**src/rtl/mem_arbiter.sv**
```systemverilog
// Round-robin arbiter between the instruction cache (client 0) and the data
// cache (client 1) in front of the single main-memory port. It steers each
// 4-beat read response back to the cache that issued the read.
//
// Handshake rule for every channel: a transfer happens in a cycle where
// valid and ready are both high. A producer holds valid and its payload
// stable until that transfer. Ready may depend on valid.
module mem_arbiter #(
    parameter int MEM_ADDR_BITS   = 28,
    parameter int MEM_DATA_BITS   = 128,
    parameter int BEATS           = 4,
    parameter int MAX_OUTSTANDING = 4
) (
    input  logic                       clk,
    input  logic                       reset,
    // client 0 (instruction cache)
    input  logic                       c0_req_valid,
    output logic                       c0_req_ready,
    input  logic [MEM_ADDR_BITS-1:0]   c0_req_addr,
    input  logic                       c0_req_rw,
    input  logic                       c0_req_data_valid,
    output logic                       c0_req_data_ready,
    input  logic [MEM_DATA_BITS-1:0]   c0_req_data_bits,
    input  logic [MEM_DATA_BITS/8-1:0] c0_req_data_mask,
    output logic                       c0_resp_valid,
    output logic [MEM_DATA_BITS-1:0]   c0_resp_data,
    // client 1 (data cache)
    input  logic                       c1_req_valid,
    output logic                       c1_req_ready,
    input  logic [MEM_ADDR_BITS-1:0]   c1_req_addr,
    input  logic                       c1_req_rw,
    input  logic                       c1_req_data_valid,
    output logic                       c1_req_data_ready,
    input  logic [MEM_DATA_BITS-1:0]   c1_req_data_bits,
    input  logic [MEM_DATA_BITS/8-1:0] c1_req_data_mask,
    output logic                       c1_resp_valid,
    output logic [MEM_DATA_BITS-1:0]   c1_resp_data,
    // memory side
    output logic                       mem_req_valid,
    input  logic                       mem_req_ready,
    output logic [MEM_ADDR_BITS-1:0]   mem_req_addr,
    output logic                       mem_req_rw,
    output logic                       mem_req_data_valid,
    input  logic                       mem_req_data_ready,
    output logic [MEM_DATA_BITS-1:0]   mem_req_data_bits,
    output logic [MEM_DATA_BITS/8-1:0] mem_req_data_mask,
    input  logic                       mem_resp_valid,
    input  logic [MEM_DATA_BITS-1:0]   mem_resp_data
);

    localparam int PTR_W  = $clog2(MAX_OUTSTANDING);
    localparam int CNT_W  = PTR_W + 1;
    localparam int BEAT_W = $clog2(BEATS);

    typedef enum logic {ST_IDLE, ST_LOCKED} state_t;

    state_t             state_q, state_d;
    logic               lock_id_q, lock_id_d;
    logic               last_q, last_d;
    logic               req_done_q, req_done_d;
    logic               data_done_q, data_done_d;

    logic               fifo_q [MAX_OUTSTANDING];
    logic [PTR_W-1:0]   wr_ptr_q, rd_ptr_q;
    logic [CNT_W-1:0]   count_q;
    logic [BEAT_W-1:0]  beat_q;

    logic fifo_full, fifo_empty, elig0, elig1, active, gid;
    logic g_valid, g_rw, g_dvalid, req_hs, data_hs, dready, done;
    logic resp_hit, head, push, pop;

    assign fifo_full  = (count_q == CNT_W'(MAX_OUTSTANDING));
    assign fifo_empty = (count_q == '0);

    // A read is not a candidate while no owner slot is free, so a waiting
    // write from the other cache can still get through.
    assign elig0 = c0_req_valid && (c0_req_rw || !fifo_full);
    assign elig1 = c1_req_valid && (c1_req_rw || !fifo_full);

    // Combinational grant: locked owner first, otherwise round-robin on ties.
    always_comb begin
        active = 1'b0;
        gid    = 1'b0;
        if (state_q == ST_LOCKED) begin
            active = 1'b1;
            gid    = lock_id_q;
        end else begin
            active = elig0 || elig1;
            gid    = (elig0 && elig1) ? ~last_q : elig1;
        end
    end

    assign g_valid  = gid ? c1_req_valid      : c0_req_valid;
    assign g_rw     = gid ? c1_req_rw         : c0_req_rw;
    assign g_dvalid = gid ? c1_req_data_valid : c0_req_data_valid;

    assign mem_req_addr      = gid ? c1_req_addr      : c0_req_addr;
    assign mem_req_rw        = g_rw;
    assign mem_req_data_bits = gid ? c1_req_data_bits : c0_req_data_bits;
    assign mem_req_data_mask = gid ? c1_req_data_mask : c0_req_data_mask;

    // Each half of a write is presented only until it has been accepted once.
    assign mem_req_valid      = !reset && active && g_valid && !req_done_q
                                && (g_rw || !fifo_full);
    assign mem_req_data_valid = !reset && active && g_dvalid && g_rw && !data_done_q;

    assign req_hs  = mem_req_valid && mem_req_ready;
    assign data_hs = mem_req_data_valid && mem_req_data_ready;
    assign dready  = !reset && active && g_rw && mem_req_data_ready && !data_done_q;

    assign c0_req_ready      = !gid && req_hs;
    assign c1_req_ready      =  gid && req_hs;
    assign c0_req_data_ready = !gid && dready;
    assign c1_req_data_ready =  gid && dready;

    assign done = g_rw ? ((req_done_q || req_hs) && (data_done_q || data_hs)) : req_hs;

    // Lock FSM next state: hold the grant until the transaction completes.
    always_comb begin
        state_d     = state_q;
        lock_id_d   = lock_id_q;
        last_d      = last_q;
        req_done_d  = req_done_q;
        data_done_d = data_done_q;
        if (active) begin
            if (done) begin
                state_d     = ST_IDLE;
                last_d      = gid;
                req_done_d  = 1'b0;
                data_done_d = 1'b0;
            end else begin
                state_d     = ST_LOCKED;
                lock_id_d   = gid;
                req_done_d  = req_done_q || req_hs;
                data_done_d = data_done_q || data_hs;
            end
        end
    end

    // Lock FSM state register.
    always_ff @(posedge clk) begin
        if (reset) begin
            state_q     <= ST_IDLE;
            lock_id_q   <= 1'b0;
            last_q      <= 1'b0;
            req_done_q  <= 1'b0;
            data_done_q <= 1'b0;
        end else begin
            state_q     <= state_d;
            lock_id_q   <= lock_id_d;
            last_q      <= last_d;
            req_done_q  <= req_done_d;
            data_done_q <= data_done_d;
        end
    end

    // Response steering: a beat with no recorded owner is dropped.
    assign resp_hit      = !reset && mem_resp_valid && !fifo_empty;
    assign head          = fifo_q[rd_ptr_q];
    assign c0_resp_valid = resp_hit && !head;
    assign c1_resp_valid = resp_hit &&  head;
    assign c0_resp_data  = mem_resp_data;
    assign c1_resp_data  = mem_resp_data;

    assign push = req_hs && !g_rw;
    assign pop  = resp_hit && (beat_q == BEAT_W'(BEATS - 1));

    // Owner storage: written on each accepted read.
    always_ff @(posedge clk) begin
        if (push) begin
            fifo_q[wr_ptr_q] <= gid;
        end
    end

    // Owner FIFO pointers, occupancy and beat counter.
    always_ff @(posedge clk) begin
        if (reset) begin
            wr_ptr_q <= '0;
            rd_ptr_q <= '0;
            count_q  <= '0;
            beat_q   <= '0;
        end else begin
            if (push) wr_ptr_q <= wr_ptr_q + 1'b1;
            if (pop)  rd_ptr_q <= rd_ptr_q + 1'b1;
            count_q <= count_q + CNT_W'(push) - CNT_W'(pop);
            if (resp_hit) beat_q <= pop ? '0 : beat_q + 1'b1;
        end
    end

endmodule
```
**config.mk**
```make
export PLATFORM = sky130hd
export DESIGN_NAME = mem_arbiter
export DESIGN_NICKNAME = d
export VERILOG_FILES = /design/src/rtl/mem_arbiter.sv
export SDC_FILE = /design/constraint.sdc
export NUM_CORES = 1
export LEC_CHECK = 0
export CAP_MARGIN = 20
export CORE_AREA = 4 4 351 353
export CTS_BUF_LIST = sky130_fd_sc_hd__clkbuf_8
export DETAILED_ROUTE_END_ITERATION = 8
export DIE_AREA = 0 0 355 357
export PLACE_DENSITY_LB_ADDON = 0.3
export SLEW_MARGIN = 5
export SYNTH_ARGS = -nofsm -noshare
export SYNTH_HDL_FRONTEND = slang
export SYNTH_SLANG_ARGS = --single-unit
```
**constraint.sdc**
```tcl
create_clock -name clk -period 8.05 [get_ports clk]
set_clock_uncertainty 0.15 [all_clocks]
set_input_delay 1.61 -clock clk [delete_from_list [all_inputs] [get_ports clk]]
set_output_delay 1.61 -clock clk [all_outputs]
set_load 0.01 [all_outputs]
```
==> results of run 1 <==
[per-layer routing]
metal  share of wire  up-vias  wire length [um]  global-route usage
met5          0.0031        -               261             0.00717
met4          0.0052       30               438             0.00507
met3            0.18       58             14800              0.0971
met2            0.45      800             38100               0.204
met1            0.36     3098             30700               0.133
li1                -     3120                 -                   -
[final cells by class]
cell class	count	share of cell area
repair buffers	541	0.506
multi-input cells	613	0.250
well taps	1612	0.189
flip-flops and latches	20	0.0412
inverters	13	0.00526
clock buffers	3	0.00386
clock inverters	1	0.00281
diodes	8	0.00187
[cells in the mapped netlist, types with 3 or more instances]
| library cell | count |
|---|---|
| nor4_1 | 3 |
| nand3_1 | 3 |
| dfxtp_1 | 16 |
| a21oi_1 | 4 |
| buf_2 | 11 |
| nor3_1 | 4 |
| buf_1 | 6 |
| nor2_1 | 16 |
| nor2b_1 | 6 |
| inv_1 | 11 |
| xnor2_1 | 4 |
| edfxtp_1 | 4 |
| and2_1 | 8 |
| clkbuf_1 | 23 |
| nand2_1 | 524 |
| buf_4 | 256 |
| ha_1 | 7 |
[metrics by stage]
| stage | setup WS (ps) | hold WS, ps | total power (uW) | std cells | cell area (um2) |
|---|---|---|---|---|---|
| after floorplan | 3100 | 299 | 629 | 942 | 5250 |
| after global placement | 858 | 343 | 1480 | 2799 | 10600 |
| after detailed placement | 872 | 343 | 1460 | 2799 | 10600 |
| after CTS | 867 | 364 | 1580 | 2803 | 10700 |
| after global routing | 702 | 392 | 1610 | 2803 | 10700 |
| final | 842 | 357 | 1520 | 2811 | 10700 |
[sequential cells by signal, summed over array words and instances (netlist names), named ones only]
name and cells:
state_q 1, beat_q 2, rd_ptr_q 2, wr_ptr_q 2, last_q 1, data_done_q 1, fifo_q 4, count_q 3
lock_id_q 1, req_done_q 1
[power breakdown]
part           leakage [uW]  internal [uW]  total, uW  switching [uW]
registers          0.000166            109        118            8.92
logic               0.00394            529       1300             772
clock network     0.0000358           66.4        102            35.7
total               0.00414            705       1520             816
[kinds of logic (layout without fill, tap and decap cells)]
| logic type | count (synthesis) | count (layout) | synth area share |
|---|---|---|---|
| AOI/OAI and AO/OA | 26 | 26 | 0.0448 |
| xor gates and xnor gates | 5 | 5 | 0.00835 |
| adders and majority gates | 8 | 8 | 0.0205 |
| buffers and inverters | 309 | 558 | 0.407 |
| DFF | 20 | 20 | 0.0840 |
| muxes | 4 | 4 | 0.0103 |
| other | 0 | 8 | 0 |
| and+or+nand+nor | 570 | 570 | 0.425 |
[final timing paths]
check                                       startpoint                endpoint  depth (start not counted)
worst max-delay path                         c0_req_rw   mem_req_data_bits[57]                          9
worst min-delay path            beat_q[1]$_SDFFE_PP0P_  beat_q[1]$_SDFFE_PP0P_                          2
worst max register to register   count_q[1]$_SDFF_PP0_   count_q[2]$_SDFF_PP0_                         13
worst min register to register  beat_q[1]$_SDFFE_PP0P_  beat_q[1]$_SDFFE_PP0P_                          2
[worst min-delay path, stage by stage, from the launching register on]
cell and delay (ps):
dfxtp_1 330, mux2i_1 70, nor2_1 70
==> reports/metrics.cfg, run 1 <==
[placement]
dp.final_hpwl_um = 77100
io_buffers = 535
gp_congestion = 0.832

[synth]
ys_seq_area_frac = 0.0839
synth_top_area_cell = nand2_1
postSynthCellCount = 942
synth-seq-cells = 20
yosysWarnings = 0
synth_area_mm2 = 0.00525
syn_area_per_cell_um2 = 5.57
ys.flop_type = dfxtp_1
synth_top_cell_area_share = 0.375
synth.distinct_cells = 49
synth-edff-count = 4
synthTopCellsByArea = nand2_1, buf_4, dfxtp_1, edfxtp_1, ha_1
syn_nets = 1433
async_flop_share = 0

[timing]
fin_crit_ps = 7210
drv_slew = 0
fmax_ghz = 0.139
worst_pin_slew_ps = 1100
finalHoldViolCount = 0
rsz0062_at_grt = false
post-route-period-util = 0.895
finalSetupViolCount = 0
fin_setup_tns_ps = 0
relSlewSlack = 0.270

[floorplanning]
fp-row-count = 127
die_area_mm2 = 0.127
initial_core_util = 0.0438
ioPinCount = 920
dieHeight_um = 357
dieWidth_um = 355
core_area_mm2 = 0.120

[finish]
final_common_cell = clkdlybuf4s50_1
nets = 1683
final_layout_size_suffix_gt1_frac = 0.0176
mostFrequentLayoutCells = clkdlybuf4s50_1, nand2_1, nor2_1, dfxtp_1, inv_1
multi_input_area_mm2 = 0.00268
regArea_um2 = 440
syn_to_final_growth_pct = 104
final_util = 0.0893
n_fill_cell = 14300

[critical_path]
critPathTopFamily = buffers and inverters
rrSetupSlack_ps = 4230
arrival_ps = 5450
crit_buf_inv = 4
crit_path_top_delay_cell = clkdlybuf4s50_1
path_class = in -> out
cp-end-kind = primary output
crit_required_ps = 6290
max_stage_delay_ps = 790
crit_fanout = 139
crit_chain = clkdlybuf4s50_1 -> nor4b_2 -> o211a_2 -> a21oi_4 -> inv_8 -> buf_4 -> nand2_1 -> nand2_1 -> clkdlybuf4s50_1
start_kind = input port

[clock_network]
path_clk_slew_ps = 80
cts_buffer_depth = 2
htreeDepth = 1
cts_resized = 0
hold_buffers = 0
root_buffer = clkbuf_8
cts_tree = yes
numCtsBuffers = 3
worstSkewPairLatency_ps = 260
cts_setup_buffers = 0
cts.sinks = 20

[global_route]
grt_usage = 0.125
grt_max_degree = 177
grt_pass1_wl_um = 99700
grt_pass1_vias = 7459
antenna_found_initial = 34
overflow = 0

[route]
ant_nets = 0
viasPerCell = 2.53
num_vias = 7106
post_drt_wl_per_cell_um = 30.0
firstDrtPassIters = 5
drc = 0
drt_iter0_drc = 455
wl_um = 84200

[hold_path]
worstHoldPathType = reg -> reg

[status]
run_status = finished, final reports clean

[power_and_ir_drop]
power_density_mw_per_mm2 = 142
ir_drop_mv = 0.0649
p_leak_uw = 0.00414

[run]
cap_violations = 0

(Power assumes the default switching activity.)
==> run 2, diff against run 1 <==
- REMOVE_ABC_BUFFERS: unset -> 1
==> run 2 against run 1 <==
Compared with the run above: clock-buffer cell count unchanged; largest cell class unchanged; core utilization hardly changed; cell area decreased by 0.53%; sequential share of layout area is essentially flat; power decreased by 4.2%; combinational power hardly changed; clock power fell by 32%; cell count decreased by 0.18%; worst setup slack improved by 300 ps; global-route usage is 3.0 points higher; die area is the same; highest routed layer unchanged; register-to-register slack improved by 90 ps.
==> reports/metrics.cfg, run 2 (synthesized netlist as in run 1, its figures left out) <==
[critical_path]
r2r_cells = 13
r2r_start = count_q[2]$_SDFF_PP0_
start_kind = input port
crit_buf_inv = 3
max_stage_delay_ps = 560
path_class = in -> out
r2r-end = count_q[2]$_SDFF_PP0_
crit_cells = 8
critPathTopFamily = buffers and inverters
crit_fanout = 176
cp-endpoint = mem_req_data_bits[82]
rrSetupSlack_ps = 4320
startpoint = c1_req_rw
arrival_ps = 5140
crit_required_ps = 6290
cp-end-kind = primary output
crit_chain = clkdlybuf4s50_1 -> or4b_4 -> o211a_2 -> a21oi_4 -> buf_12 -> nand2_1 -> nand2_1 -> clkdlybuf4s50_1
crit_path_top_delay_cell = clkdlybuf4s50_1

[finish]
syn_to_final_growth_pct = 103
final_area_mm2 = 0.0106
final_layout_size_suffix_gt1_frac = 0.0160
final_util = 0.0888
n_fill_cell = 14200
max_flop_register = fifo_q
multi_input_area_mm2 = 0.00268
regArea_um2 = 440
reg_top3 = fifo_q (4), count_q (3)
final_common_cell = clkdlybuf4s50_1
largest_register_ff_count = 4
nets = 1679
mostFrequentLayoutCells = clkdlybuf4s50_1, nand2_1, nor2_1, dfxtp_1, inv_1

[clock_network]
cts.sinks = 20
hold_buffers = 0
htreeDepth = 1
cts_setup_buffers = 0
cts_resized = 0
worstSkewPairLatency_ps = 260
numCtsBuffers = 3
root_buffer = clkbuf_8
cts_buffer_depth = 2
path_clk_slew_ps = 80
cts_tree = yes

[run]
cap_violations = 0

[floorplanning]
dieHeight_um = 357
fp-row-count = 127
dieWidth_um = 355
initial_core_util = 0.0438
ioPinCount = 920
die_area_mm2 = 0.127
core_area_mm2 = 0.120

[timing]
worst_pin_slew_ps = 1150
fin_crit_ps = 6900
rsz0062_at_grt = false
finalSetupViolCount = 0
fmax_ghz = 0.145
finalHoldViolCount = 0
drv_slew = 0
relSlewSlack = 0.236
fin_setup_tns_ps = 0
fin_ws_ps = 1150
post-route-period-util = 0.858

[route]
wl_um = 103000
firstDrtPassIters = 6
drc = 0
drt_iter0_drc = 441
post_drt_wl_per_cell_um = 36.7
num_vias = 7656
viasPerCell = 2.73
ant_nets = 0

[placement]
dp.final_hpwl_um = 89400
place_area_mm2 = 0.0106
io_buffers = 535
gp_congestion = 0.833
place_ws_ps = 1110

[hold_path]
worstHoldPathType = reg -> reg

[global_route]
grt_usage = 0.155
overflow = 0
grt_pass1_vias = 7909
antenna_found_initial = 30
grt_pass1_wl_um = 121000
grt_max_degree = 177

[power_and_ir_drop]
ir_drop_mv = 0.151
p_leak_uw = 0.00411
clockPowerShare = 0.048
power_frac_comb = 0.871
p_total_uw = 1460
swShare = 0.540
power_density_mw_per_mm2 = 137
p_int_uw = 671
seqPwrFrac = 0.081
p_switching_uw = 787

[status]
run_status = finished, final reports clean

-- run 2: changes by cell type in the layout (fill, tap and decap cells not counted) --
cell | previous run | this run
clkdlybuf4s50_1 | 535 | 532
buf_4 | 5 | 3
buf_12 | 1 | 2
bufinv_16 | 1 | 0
clkinv_1 | 0 | 1
diode_2 | 8 | 7
inv_6 | 0 | 1
inv_8 | 1 | 0
-- run 2: layout make-up --
class / count / area share
flip-flops and latches: 20 / 0.0414
clock buffers: 3 / 0.00388
diodes: 7 / 0.00165
clock inverters: 1 / 0.000353
inverters: 13 / 0.00506
well taps: 1612 / 0.190
multi-input cells: 613 / 0.252
repair buffers: 537 / 0.506
-- run 2: worst min path at each step --
stage / startpoint / endpoint / slack [ps] / depth (start not counted)
6_report: beat_q[1]$_SDFFE_PP0P_ / beat_q[1]$_SDFFE_PP0P_ / 360 / 2
5_1_grt: last_q$_SDFFE_PP0P_ / last_q$_SDFFE_PP0P_ / 400 / 1
4_1_cts: last_q$_SDFFE_PP0P_ / last_q$_SDFFE_PP0P_ / 370 / 1
3_5_place_dp: last_q$_SDFFE_PP0P_ / last_q$_SDFFE_PP0P_ / 350 / 1
3_3_place_gp: last_q$_SDFFE_PP0P_ / last_q$_SDFFE_PP0P_ / 350 / 1
2_1_floorplan: last_q$_SDFFE_PP0P_ / last_q$_SDFFE_PP0P_ / 300 / 1
-- run 2: metal layers --
layer / global-route usage / routed length (um) / share of wire
met5: 0.0902 / 1770 / 0.017
met1: 0.200 / 46300 / 0.45
met3: 0.146 / 20900 / 0.20
met4: 0.0156 / 1010 / 0.0098
met2: 0.177 / 32900 / 0.32
-- run 2: metrics by stage --
stage	cells	hold slack (ps)
after floorplan	646	299
after global placement	2795	352
after detailed placement	2795	347
after CTS	2799	367
after global routing	2799	398
final	2806	363
-- run 2: worst min-delay path: stages (launching register included) --
cell and delay, ps:
dfxtp_1 330, mux2i_1 70, nor2_1 70
-- run 2: power by group through the flow --
stage / Sequential, uW / Clock (uW) / Combinational [uW]
finish: 118 / 69.6 / 1270
global route: 119 / 75.3 / 1370
CTS: 118 / 71.7 / 1320
detailed placement: 120 / 0 / 1320
global placement: 120 / 0 / 1340
floorplan: 117 / 0 / 385
==> patch 1: new RTL, settings of run 2 <==
Set the parameter `BEATS` to 2 (it was 4).
--- a/src/rtl/mem_arbiter.sv
+++ b/src/rtl/mem_arbiter.sv
@@ -9,5 +9,5 @@
     parameter int MEM_ADDR_BITS   = 28,
     parameter int MEM_DATA_BITS   = 128,
-    parameter int BEATS           = 4,
+    parameter int BEATS           = 2,
     parameter int MAX_OUTSTANDING = 4
 ) (
Check against the original RTL: not equivalent (a bounded check fails within 4 cycles, from zero or initial values and one cycle with reset high).
==> patch 1 against run 2 <==
Combinational power down 8%. Maximum frequency up 1.5%. Sequential cell count down 1. Cell area down 0.99%. Synthesized area down 3.2%. Setup slack better by 0.11 ns. Clock power down 5.0%. Count of clock-buffer cells in the layout unchanged. Sequential share of layout area down 0.15 points. Routed wire length up 1.5%. Total power down 7.5%. Synthesized cell count down 2.4%. Critical endpoint is now mem_req_data_valid. Largest cell class unchanged. Largest power group unchanged.
==> patch 1: results (changes against run 2) <==
Synthesis
  – Adder-Cell Fraction of Synth Area: 1.87% (-0.18 points)
  – Area contributors post-synth: nand2_1, buf_4, dfxtp_1, clkbuf_1, edfxtp_1
  – Synth Area in Compound Gates: 3.25% (-1.2 points)
  – Post-synthesis xor/xnor area fraction: 1.03% (+0.20 points)
  – Post-synth cell types: 46 (-6.1%)
  – Synth warn: 0 (unchanged)
  – Post-synthesis mux area share: 1.13% (+0.11 points)
  – Seq/Total Area, Yosys: 8.28% (-0.12 points)
  – EDFF count, synth: 4 (unchanged)
  – Leading cell types by count after synthesis: nand2_1, buf_4, clkbuf_1

STA
  – Worst hold slack: 0.320 ns (-0.0432 ns)
  – Max-slew headroom: 54.6% (+31 points)
  – PnR worst setup slack: 1.25 ns (+0.105 ns)

Routing
  – Final WL: 104000 um (+1.5%)
  – Initial DRC count: 571 (+29%)
  – Average vias per placed instance: 2.72 (-0.33%)

Power
  – Max VDD drop: 0.0433 mV (-71%)
  – LEAKAGE: 4.09 nW (-0.60%)
  – P_int: 625 uW (-6.8%)

Global route
  – Largest net degree at the start of global routing: 66 (-63%)
  – Vias in the first global route: 7477 (-5.5%)
  – First-pass GRT wire length: 122000 um (+0.98%)
  – All-Layer GR Usage: 15.8% (+0.30 points)
  – Met2 GRT Util: 18.5% (+0.82 points)
  – Initial antenna violation count: 25 (-17%)
  – Met1 Use GR: 18.2% (-1.8 points)
  – Grt met3 use: 17.7% (+3.1 points)

Worst setup path
  – R2r setup slk: 3.85 ns (-0.47 ns)
  – Crit path arrival time: 5.04 ns (-0.10 ns)
  – CP Max Fanout: 50 (-72%)

Placed design
  – Place WS: 1.19 ns (+0.0823 ns)
  – DPL Wire Length: 91600 um (+2.5%)
  – Routability cong.: 0.819 (-1.6%)
  – PortBufs: 535 (unchanged)
  – Area after DPL: 10500 sq um (-1.0%)

Clock network
  – Cts bufs inserted: 3 (unchanged)
  – Clock latency on the worst-skew pair: 0.25 ns
  – Maximum clock path buffer count: 2 (unchanged)

Status
  – Status: completed

Finish
  – Nets: 1660 (-1.1%)
  – Layout cells sized above 1: 1.80% (+0.20 points)
## patch 1: worst paths after layout
| kind | start | end | cells past startpoint |
|---|---|---|---|
| worst max-delay path | c1_req_rw | mem_req_data_valid | 9 |
| worst max register to register | count_q[1]$_SDFF_PP0_ | count_q[2]$_SDFF_PP0_ | 14 |
| worst min-delay path | lock_id_q$_SDFFE_PP0P_ | lock_id_q$_SDFFE_PP0P_ | 2 |
| worst min register to register | lock_id_q$_SDFFE_PP0P_ | lock_id_q$_SDFFE_PP0P_ | 2 |
## patch 1: cell type report
class                      instances  area (sq um)
tap                             1612          2020
clock inverter                     1          3.75
multi-input combinational        594          2550
antenna                            9          22.5
sequential                        19           420
fill                           14200        109000
timing repair buffer             542          5440
inverter                          10          42.5
clock buffer                       3          41.3
## patch 1: critical path, cell delays in order
cell,delay [ns]
clkdlybuf4s50_1,0.42
or4b_1,0.53
nand3b_1,0.20
o21a_4,0.45
buf_4,0.60
mux2_4,0.29
nand2_1,0.06
nor3_1,0.23
clkdlybuf4s50_1,0.59
## patch 1: metrics by stage
stage               setup TNS, ns  std cells
global route                    0       2781
detailed placement              0       2777
global placement                0       2777
CTS                             0       2781
floorplan                 -535.78        623
finish                          0       2790
## patch 1: cell families after synthesis
family | count (synthesis)
xor gates and xnor gates | 6
muxes | 4
buffers and inverters | 306
and+or+nand+nor | 556
DFF | 19
AOI/OAI and AO/OA | 21
adders and majority gates | 7
## patch 1: power by group through the flow
stage               combinational, mW  clock, mW  sequential, mW
CTS                              1.22     0.0693           0.108
global placement                 1.22          0           0.110
finish                           1.17     0.0661           0.108
detailed placement               1.21          0           0.110
floorplan                       0.337          0           0.108
global route                     1.27     0.0734           0.108
## patch 1: per-layer routing
layer	wire length [um]	vias up
met4	1510	42
met2	34200	1031
met5	1590	-
met3	25200	98
li1	-	3039
met1	41900	3377
==> patch 2: new RTL, config.mk and constraints of run 2 <==
Made on the original files. Make the reset (`reset`) asynchronous in 2 clocked blocks.
--- a/src/rtl/mem_arbiter.sv
+++ b/src/rtl/mem_arbiter.sv
@@ -139,5 +139,5 @@
 
     // Lock FSM state register.
-    always_ff @(posedge clk) begin
+    always_ff @(posedge clk or posedge reset) begin
         if (reset) begin
             state_q     <= ST_IDLE;
@@ -174,5 +174,5 @@
 
     // Owner FIFO pointers, occupancy and beat counter.
-    always_ff @(posedge clk) begin
+    always_ff @(posedge clk or posedge reset) begin
         if (reset) begin
             wr_ptr_q <= '0;
Formal check against the unedited RTL: differs if reset is asserted again (counterexample within 4 cycles, from zero or initial values and one cycle with reset high); with reset held inactive, the same outputs for 4 cycles.
==> patch 2 against run 2 <==
Via count shrank 1.7%. Largest cell class unchanged. Sequential cell count shrank 2. Routed wire length shrank 5.9%. Critical path type unchanged. Setup slack gained 0.16 ns. Die area is the same. Synthesized area shrank 1.4%. Cell area shrank 0.25%. Sequential share of layout area grew 0.29 points.
Power is not compared: it rests on default switching activity, and its combinational part moved more than twofold at a synthesized area within 25%.
==> patch 2: results (changes against run 2) <==
Clock network
  – Clock transition at path regs: 0.07 ns
  – Clock latency on the worst-skew pair: 0.26 ns (about the same)
  – # resized after CTS: 0 (unchanged)
  – Cts bufs inserted: 3 (unchanged)
  – Postcts setup bufs: 0 (unchanged)
  – CTS H-tree lvls: 1 (unchanged)
  – CTS root buf: clkbuf_8
  – Maximum clock path buffer count: 2 (unchanged)

Synthesis
  – Post-synthesis xor/xnor area fraction: 0.847% (+0.012 points)
  – EDFF count, synth: 4 (unchanged)
  – Seq/Total Area, Yosys: 9.10% (+0.70 points)
  – Post-synth cell types: 46 (-6.1%)
  – Post-synthesis mux area share: 1.35% (+0.33 points)
  – Ys async rst share: 77.8% (+78 points)
  – Prevailing post-synth register cell: dfrtp_1
  – Yosys top cell area share: 37.9% (+0.39 points)
  – Area contributors post-synth: nand2_1, buf_4, dfrtp_1, edfxtp_1, clkbuf_1
  – Leading cell types by count after synthesis: nand2_1, buf_4, clkbuf_1
  – Adder-Cell Fraction of Synth Area: 2.08% (+0.029 points)
  – Synth warn: 0 (unchanged)
  – Synth Area in Compound Gates: 3.31% (-1.2 points)

Routing
  – Average vias per placed instance: 2.70 (-1.1%)
  – ANT nets after route: 0 (unchanged)
  – Initial DRC count: 426 (-3.4%)
  – Pre-antenna DRT Iters: 4 (-2)
  – Final WL: 96900 um (-5.9%)

Worst setup path
  – Slowest cell delay on critical path: 0.70 ns (+0.14 ns)
  – R2r setup slk: 4.58 ns (+0.26 ns)
  – CP Max Fanout: 126 (-28%)
  – Family with the most delay on the worst path: buffers and inverters
  – Crit path arrival time: 4.99 ns (-0.15 ns)
  – CP max stage cell: clkdlybuf4s50_1

Global route
  – All-Layer GR Usage: 14.7% (-0.77 points)
  – First-pass GRT wire length: 115000 um (-4.9%)
  – Largest net degree at the start of global routing: 127 (-28%)
  – Initial antenna violation count: 18 (-40%)
  – Vias in the first global route: 7866 (-0.54%)

Finish
  – Layout cells sized above 1: 2.74% (+1.1 points)
  – Biggest registers after layout: fifo_q: 4 flops, count_q: 3 flops
  – Nets: 1660 (-1.1%)

STA
  – Max-slew headroom: 30.5% (+6.9 points)
  – Worst hold slack: 0.332 ns (-0.0311 ns)

Placed design
  – Area after DPL: 10500 sq um (-0.27%)
  – DPL Wire Length: 83500 um (-6.6%)
  – Routability cong.: 0.856 (+2.8%)
  – PortBufs: 535 (unchanged)

Status
  – Status: completed

Worst hold path
  – Hold Crit Class: flip-flop to flip-flop

Power
  – Max VDD drop: 0.316 mV
  – LEAKAGE: 4.16 nW
==> patch 2: kinds of logic (layout without fill, tap and decap cells) <==
logic type                 count (synthesis)  in the layout
adders and majority gates                  8              8
muxes                                      5              5
buffers and inverters                    308            557
other                                      0              8
xor gates and xnor gates                   5              5
AOI/OAI and AO/OA                         18             18
and+or+nand+nor                          557            557
DFF                                       18             18
==> patch 2: per-stage QoR <==
stage	TNS [ns]	utilization (%)	instances	setup WS (ns)	power (mW)
floorplan	-1322.84	-	624	-7.84	1.42
CTS	0	8.84	2780	1.36	3.67
global placement	0	8.80	2776	1.36	3.64
finish	0	8.86	2788	1.30	3.51
global route	0	8.84	2781	1.23	3.81
detailed placement	0	8.80	2776	1.39	3.60
==> patch 2: power by group <==
part | switching (mW) | internal, mW | total, mW | leakage [nW]
Sequential | 0.0421 | 0.135 | 0.177 | 0.203
Combinational | 1.96 | 1.30 | 3.26 | 3.93
Clock | 0.0332 | 0.0340 | 0.0672 | 0.0232
Total | 2.04 | 1.47 | 3.51 | 4.16
==> patch 2: area by class of cell <==
class                      instances  area (sq um)
fill                           14200        109000
antenna                            8          20.0
timing repair buffer             540          5430
multi-input combinational        593          2580
clock buffer                       3          41.3
clock inverter                     1          3.75
sequential                        18           470
inverter                          13          53.8
tap                             1612          2020
==> patch 2: layer usage <==
metal  part of all wire, %  track usage [%]  wire length (um)
met4                   1.9             2.64              1890
met5                   1.7             9.09              1660
met2                    35             18.3             33600
met1                    42             17.8             41100
met3                    19             13.1             18500
==> patch 2: worst reg2reg max path: stages, from the launching register on <==
cell,delay [ns]
dfrtp_1,0.47
or4b_4,0.57
a221o_1,0.49
and4_4,0.27
and3_1,0.29
inv_1,0.10
ha_1,0.13
inv_1,0.04
ha_1,0.19
fa_1,0.40
xnor2_1,0.19
xnor2_1,0.13
==> patch 2: final timing paths <==
kind	cells past startpoint	startpoint	endpoint
min in group asynchronous	2	reset	wr_ptr_q[0]$_DFFE_PP0P_
setup reg to reg	11	count_q[1]$_DFF_PP0_	count_q[2]$_DFF_PP0_
max in group asynchronous	2	reset	rd_ptr_q[1]$_DFFE_PP0P_
setup / recovery	8	c1_req_rw	mem_req_data_bits[21]
hold reg to reg	1	rd_ptr_q[1]$_DFFE_PP0P_	rd_ptr_q[1]$_DFFE_PP0P_
hold / removal	1	rd_ptr_q[1]$_DFFE_PP0P_	rd_ptr_q[1]$_DFFE_PP0P_
